`src/rtl/imm_gen_pipe.sv`:
```
// Registered immediate generator with a 2-entry skid buffer and valid/ready on both sides.
// Optional feature: define ZICSR_IMM_EN to emit zero-extended CSR zimm (type Z) for SYSTEM.
module imm_gen_pipe #(
  parameter int unsigned XLEN  = 32,
  parameter int unsigned TAG_W = 32
) (
  input  logic             in_clk,
  input  logic             in_rst,
  input  logic             in_flush,
  input  logic             in_valid,
  output logic             out_ready,
  input  logic [31:0]      in_inst,
  input  logic [TAG_W-1:0] in_tag,
  output logic             out_valid,
  input  logic             in_ready,
  output logic [XLEN-1:0]  out_imm,
  output logic [2:0]       out_imm_type,
  output logic             out_illegal,
  output logic [TAG_W-1:0] out_tag
);

  localparam logic [2:0] TypeNone    = 3'd0;
  localparam logic [2:0] TypeI       = 3'd1;
  localparam logic [2:0] TypeS       = 3'd2;
  localparam logic [2:0] TypeB       = 3'd3;
  localparam logic [2:0] TypeU       = 3'd4;
  localparam logic [2:0] TypeJ       = 3'd5;
  localparam logic [2:0] TypeZ       = 3'd6;
  localparam logic [2:0] TypeIllegal = 3'd7;

  localparam logic [6:0] OpReg    = 7'b0110011;
  localparam logic [6:0] OpImm    = 7'b0010011;
  localparam logic [6:0] OpLoad   = 7'b0000011;
  localparam logic [6:0] OpJalr   = 7'b1100111;
  localparam logic [6:0] OpMisc   = 7'b0001111;
  localparam logic [6:0] OpStore  = 7'b0100011;
  localparam logic [6:0] OpBranch = 7'b1100011;
  localparam logic [6:0] OpLui    = 7'b0110111;
  localparam logic [6:0] OpAuipc  = 7'b0010111;
  localparam logic [6:0] OpJal    = 7'b1101111;
  localparam logic [6:0] OpSystem = 7'b1110011;

  typedef struct packed {
    logic [XLEN-1:0]  imm;
    logic [2:0]       typ;
    logic             illegal;
    logic [TAG_W-1:0] tag;
  } entry_t;

  typedef enum logic [1:0] {StEmpty, StFull1, StFull2} state_e;

  state_e state_q;
  entry_t main_q;
  entry_t skid_q;
  entry_t dec;
  logic   valid_q;
  logic   ready_q;
  logic   accept;
  logic   drain;

  logic [31:0] imm32;

  // Every format's bit 31 equals inst[31] (zimm has it clear), so the XLEN
  // extension can always replicate imm32[31].
  always_comb begin
    imm32       = '0;
    dec.typ     = TypeNone;
    dec.illegal = 1'b0;
    dec.tag     = in_tag;
    case (in_inst[6:0])
      OpReg: begin
        imm32   = '0;
        dec.typ = TypeNone;
      end
      OpImm, OpLoad, OpJalr, OpMisc: begin
        imm32   = {{20{in_inst[31]}}, in_inst[31:20]};
        dec.typ = TypeI;
      end
      OpStore: begin
        imm32   = {{20{in_inst[31]}}, in_inst[31:25], in_inst[11:7]};
        dec.typ = TypeS;
      end
      OpBranch: begin
        imm32   = {{19{in_inst[31]}}, in_inst[31], in_inst[7], in_inst[30:25],
                   in_inst[11:8], 1'b0};
        dec.typ = TypeB;
      end
      OpLui, OpAuipc: begin
        imm32   = {in_inst[31:12], 12'h000};
        dec.typ = TypeU;
      end
      OpJal: begin
        imm32   = {{11{in_inst[31]}}, in_inst[31], in_inst[19:12], in_inst[20],
                   in_inst[30:21], 1'b0};
        dec.typ = TypeJ;
      end
      OpSystem: begin
`ifdef ZICSR_IMM_EN
        if (in_inst[14]) begin
          imm32   = {27'd0, in_inst[19:15]};
          dec.typ = TypeZ;
        end else begin
          imm32   = {{20{in_inst[31]}}, in_inst[31:20]};
          dec.typ = TypeI;
        end
`else
        imm32   = {{20{in_inst[31]}}, in_inst[31:20]};
        dec.typ = TypeI;
`endif
      end
      default: begin
        imm32       = '0;
        dec.typ     = TypeIllegal;
        dec.illegal = 1'b1;
      end
    endcase
    dec.imm       = {XLEN{imm32[31]}};
    dec.imm[31:0] = imm32;
  end

  assign accept = in_valid & ready_q;
  assign drain  = valid_q & in_ready;

  // ready_q is low exactly in StFull2, so no accept can reach that state.
  always_ff @(posedge in_clk) begin
    if (in_rst) begin
      state_q <= StEmpty;
      valid_q <= 1'b0;
      ready_q <= 1'b1;
      main_q  <= '0;
      skid_q  <= '0;
    end else if (in_flush) begin
      state_q <= StEmpty;
      valid_q <= 1'b0;
      ready_q <= 1'b1;
    end else begin
      case (state_q)
        StEmpty: begin
          if (accept) begin
            main_q  <= dec;
            valid_q <= 1'b1;
            state_q <= StFull1;
          end
        end
        StFull1: begin
          if (accept && drain) begin
            main_q <= dec;
          end else if (accept) begin
            skid_q  <= dec;
            ready_q <= 1'b0;
            state_q <= StFull2;
          end else if (drain) begin
            valid_q <= 1'b0;
            state_q <= StEmpty;
          end
        end
        StFull2: begin
          if (drain) begin
            main_q  <= skid_q;
            ready_q <= 1'b1;
            state_q <= StFull1;
          end
        end
        default: begin
          state_q <= StEmpty;
          valid_q <= 1'b0;
          ready_q <= 1'b1;
        end
      endcase
    end
  end

  assign out_valid    = valid_q;
  assign out_ready    = ready_q;
  assign out_imm      = main_q.imm;
  assign out_imm_type = main_q.typ;
  assign out_illegal  = main_q.illegal;
  assign out_tag      = main_q.tag;

endmodule
```
`config.mk`:
```
export PLATFORM = sky130hd
export DESIGN_NAME = imm_gen_pipe
export DESIGN_NICKNAME = d
export VERILOG_FILES = /design/src/rtl/imm_gen_pipe.sv
export SDC_FILE = /design/constraint.sdc
export NUM_CORES = 1
export LEC_CHECK = 0
export ABC_AREA = 1
export CELL_PAD_IN_SITES_DETAIL_PLACEMENT = 1
export CELL_PAD_IN_SITES_GLOBAL_PLACEMENT = 2
export CORE_ASPECT_RATIO = 1.25
export CORE_UTILIZATION = 27
export CTS_CLUSTER_DIAMETER = 50
export DETAILED_ROUTE_END_ITERATION = 7
export HOLD_SLACK_MARGIN = 0.05
export PLACE_DENSITY_LB_ADDON = 0.1
export REMOVE_ABC_BUFFERS = 1
export SLEW_MARGIN = 20
export SYNTH_ARGS = -nofsm -noshare
export SYNTH_HDL_FRONTEND = slang
export SYNTH_SLANG_ARGS = --single-unit
```
`constraint.sdc`:
```
create_clock -name in_clk -period 1.7 [get_ports in_clk]
set_input_delay 0.425 -clock in_clk [delete_from_list [all_inputs] [get_ports in_clk]]
set_output_delay 0.425 -clock in_clk [all_outputs]
set_load 0.05 [all_outputs]
```
==> results <==
-- layout make-up --
type / instances / share of cell area (%)
multi-input cells: 609 / 32.7
flip-flops and latches: 140 / 31.0
repair buffers: 200 / 22.4
clock buffers: 19 / 4.89
well taps: 283 / 3.91
inverters: 88 / 3.80
clock inverters: 13 / 1.30
-- layout by cell type (no fill, tap or decap), types with 5 or more instances in the layout --
master,Yosys,final
nand2_4,1,6
clkinvlp_4,0,5
clkdlybuf4s50_1,0,60
inv_1,79,76
buf_4,2,103
o21ai_0,154,147
clkbuf_16,0,21
a21oi_1,112,105
o21ai_2,2,6
nand2_1,149,134
a21oi_2,0,7
nor2_1,133,132
nand3_1,22,20
dfxtp_1,140,140
inv_2,8,9
buf_12,0,21
nand2_2,3,12
o21ai_1,16,19
-- layer usage --
layer | GRT usage (%) | vias up | wire, um | part of all wire, %
li1 | - | 3228 | - | -
met1 | 21.7 | 2992 | 9460 | 46
met2 | 30.3 | 108 | 10400 | 50
met3 | 3.30 | 15 | 673 | 3.2
met4 | 5.16 | 0 | 205 | 0.99
met5 | 0 | - | 0 | 0
-- final timing paths --
| path | from | to | slack, ns |
|---|---|---|---|
| worst max-delay path | out_ready | out_imm[21] | 0.11 |
| worst min-delay path | skid_q[25] | skid_q[25] | 0.44 |
| worst max register to register | out_ready | out_imm[21] | 0.11 |
| worst min register to register | skid_q[25] | skid_q[25] | 0.44 |
-- power by group --
part / switching [W] / internal (W)
clock network: 0.00154 / 0.00205
logic: 0.000961 / 0.000603
registers: 0.0000896 / 0.00345
total: 0.00259 / 0.00610
-- sequential cells by signal, summed over array words and instances (netlist names) --
register      flops
skid_q           68
out_imm          32
out_tag          32
out_imm_type      3
state_q           2
out_illegal       1
out_ready         1
out_valid         1
-- cells by family (layout without fill, tap and decap cells) --
kind of cell | after synthesis | count (layout) | synth area share, %
simple gates | 320 | 320 | 20.9
compound gates | 289 | 289 | 23.7
buf+inv | 149 | 320 | 10.3
flops | 140 | 140 | 45.1
-- timing repair --
action	4_1_cts	5_1_grt
setup endpoints to repair	89	97
pin swaps	3	14
setup buffers	1	3
cloned	0	4
gates resized for setup	22	50
endpoints found under the hold margin	0	0
-- metrics by stage --
step	utilization, %	setup TNS (ns)	instance area (um2)
floorplan	-	-197.62	5900
global placement	36.3	-58.64	8140
detailed placement	36.3	-62.27	8140
CTS	39.0	0	8760
global route	40.3	-0.00989	9050
finish	40.3	0	9050
-- worst reg2reg max path, delay by kind of cell, from the launching register on --
family | cells | cell delay [ns]
flip-flops | 1 | 0.37
AO/OA/AOI/OAI | 3 | 0.29
AND/OR/NAND/NOR | 4 | 0.53
buffers and inverters | 2 | 0.31
==> impl_metrics.prom <==
# TYPE chip_impl_metric gauge
chip_impl_metric{name="fin_nets",unit=""} 1125
chip_impl_metric{name="max_stage_delay",unit="ns"} 0.37
chip_impl_metric{name="finalHoldViolations",unit=""} 0
chip_impl_info{name="worst_path_max_delay_cell",value="dfxtp_1"} 1
chip_impl_metric{name="max_slew.worst_pin.slew",unit="ns"} 0.527
chip_impl_metric{name="post_route_cells_drive_above_1_share",unit="%"} 20.5
chip_impl_metric{name="sequential_cell_area",unit="mm2"} 0.00280
chip_impl_metric{name="fin_crit",unit="ns"} 1.59
chip_impl_metric{name="start_util",unit="%"} 27.7
chip_impl_metric{name="ctsLongestPathBuffers",unit=""} 2
chip_impl_metric{name="grt_remaining_overflow",unit=""} 0
chip_impl_metric{name="worst_ep_required",unit="ns"} 2.02
chip_impl_metric{name="hpwl",unit="um"} 13300
chip_impl_metric{name="wl",unit="um"} 20800
chip_impl_metric{name="ir_worst_vdd",unit="uV"} 711
chip_impl_info{name="master_cell_of_the_clock_root_buffer",value="clkbuf_16"} 1
chip_impl_metric{name="design.core.area",unit="mm2"} 0.0224
chip_impl_metric{name="grt_pass1_vias",unit=""} 6125
chip_impl_metric{name="power.static_leakage",unit="nW"} 4.10
chip_impl_info{name="synth_top_flop_cell",value="dfxtp_1"} 1
chip_impl_metric{name="filler_cell_count",unit=""} 2763
chip_impl_metric{name="grt_max_degree",unit=""} 64
chip_impl_metric{name="post_place_cells",unit=""} 1312
chip_impl_info{name="post_synth_main_area_contributors",value="dfxtp_1 (45%), o21ai_0 (12%), a21oi_1 (9.0%)"} 1
chip_impl_metric{name="postSynthCellCount",unit=""} 898
chip_impl_metric{name="fin_worst_hold_slack",unit="ns"} 0.444
chip_impl_metric{name="report.final.slew_viol_count",unit=""} 0
chip_impl_metric{name="worst_clock_skew_on_the_final_layout",unit="ns"} 0.0121
chip_impl_metric{name="total_power",unit="W"} 0.00869
chip_impl_metric{name="number_of_antenna_violations_at_the_first_check_in_global_routing",unit=""} 0
chip_impl_metric{name="number_of_flops_mapped_to_enable_cells_by_yosys",unit=""} 0
chip_impl_info{name="cp-end-kind",value="flop"} 1
chip_impl_metric{name="worstPathMaxFanout",unit=""} 11
chip_impl_info{name="critical_path.most_common_cell",value="a21oi_1"} 1
chip_impl_metric{name="dp_slack",unit="ns"} -0.642
chip_impl_metric{name="boundaryPins",unit=""} 139
chip_impl_info{name="cp_cell_sequence",value="nand2_4, nor3_4, nand2_2, o21ai_2, nand3_4, buf_6, buf_12, a21oi_1, a21oi_1"} 1
chip_impl_metric{name="fin_cells",unit=""} 1352
chip_impl_metric{name="holdPathStages",unit=""} 2
chip_impl_metric{name="number_of_unique_standard_cell_types_used_by_synthesis",unit=""} 28
chip_impl_metric{name="seq_area_frac_synth",unit="%"} 45.1
chip_impl_metric{name="groute.usage.overall",unit="%"} 17.5
chip_impl_metric{name="finalCritPeriodShare",unit="%"} 93.8
chip_impl_metric{name="pwr_density_cell",unit="mW/mm2"} 961
chip_impl_info{name="holdCritPathClass",value="flop to flop"} 1
chip_impl_metric{name="die_y",unit="um"} 172
chip_impl_info{name="timing.critical_path.max_delay_family",value="simple AND/OR/NAND/NOR gates"} 1
chip_impl_info{name="worst-setup-path-type",value="flop to flop"} 1
chip_impl_metric{name="worst-path-buf-inv",unit=""} 2
chip_impl_metric{name="clock_sink_count",unit=""} 140
chip_impl_metric{name="rows",unit=""} 61
chip_impl_metric{name="vias_per_cell",unit=""} 4.69
chip_impl_metric{name="remaining_drc_errors",unit=""} 0
chip_impl_metric{name="die_w",unit="um"} 138
chip_impl_metric{name="detail_route.iter0.violations",unit=""} 239
chip_impl_metric{name="area_of_combinational_cells_with_multiple_inputs",unit="mm2"} 0.00296
chip_impl_metric{name="maxClockFrequency",unit="MHz"} 627
chip_impl_metric{name="routedWlPerCell",unit="um"} 15.3
chip_impl_metric{name="slew_headroom",unit="%"} 64.9
chip_impl_metric{name="final_setup_violating_endpoints",unit=""} 0
chip_impl_metric{name="cts.htree.levels",unit=""} 4
chip_impl_metric{name="post-route-worst-setup-slack",unit="ns"} 0.105
chip_impl_metric{name="share_of_async_settable_or_async_resettable_flops_after_synthesis",unit="%"} 0
chip_impl_metric{name="path_depth",unit=""} 9
chip_impl_metric{name="timing.reg2reg.worst_path_depth",unit=""} 9
chip_impl_metric{name="insertion_delay",unit="ns"} 0.43
chip_impl_info{name="synth_top_area_cell",value="dfxtp_1"} 1
chip_impl_metric{name="number_of_optimization_iterations_in_the_first_detailed_route_pass",unit=""} 4
chip_impl_info{name="cts_tree",value="done"} 1
chip_impl_metric{name="critical_path_arrival",unit="ns"} 1.91
chip_impl_metric{name="wire_length_of_the_first_global_routing_pass",unit="um"} 31800
chip_impl_metric{name="yosys.area.top_type_share",unit="%"} 45.1
chip_impl_info{name="run_status",value="finished, final reports clean"} 1
chip_impl_metric{name="dieArea",unit="mm2"} 0.0236
chip_impl_metric{name="hold_buffers",unit=""} 0
chip_impl_metric{name="maxCapViolations",unit=""} 0
chip_impl_metric{name="syn_to_final_growth",unit="%"} 45.8
chip_impl_info{name="synthTopCellsByCount",value="o21ai_0 (154), nand2_1 (149), dfxtp_1 (140)"} 1
chip_impl_metric{name="ys_ff_latch",unit=""} 140
chip_impl_info{name="leading_cell_type_by_number_of_instances_after_synthesis",value="o21ai_0"} 1
chip_impl_metric{name="n_antenna_cell",unit=""} 0
chip_impl_metric{name="ant_nets",unit=""} 0
chip_impl_metric{name="gpl.final_weighted_congestion",unit=""} 0.814
chip_impl_metric{name="cts_buffers",unit=""} 17
chip_impl_metric{name="clk_pin_slew",unit="ns"} 0.06
chip_impl_metric{name="syn-mean-instance-area",unit="um2"} 6.91
chip_impl_metric{name="netlist_area",unit="mm2"} 0.00621
chip_impl_metric{name="synth-warning-count",unit=""} 0
chip_impl_info{name="startpoint_type",value="flop"} 1
chip_impl_metric{name="portBuffers",unit=""} 138
chip_impl_metric{name="vias",unit=""} 6343
(Power assumes the default switching activity.)
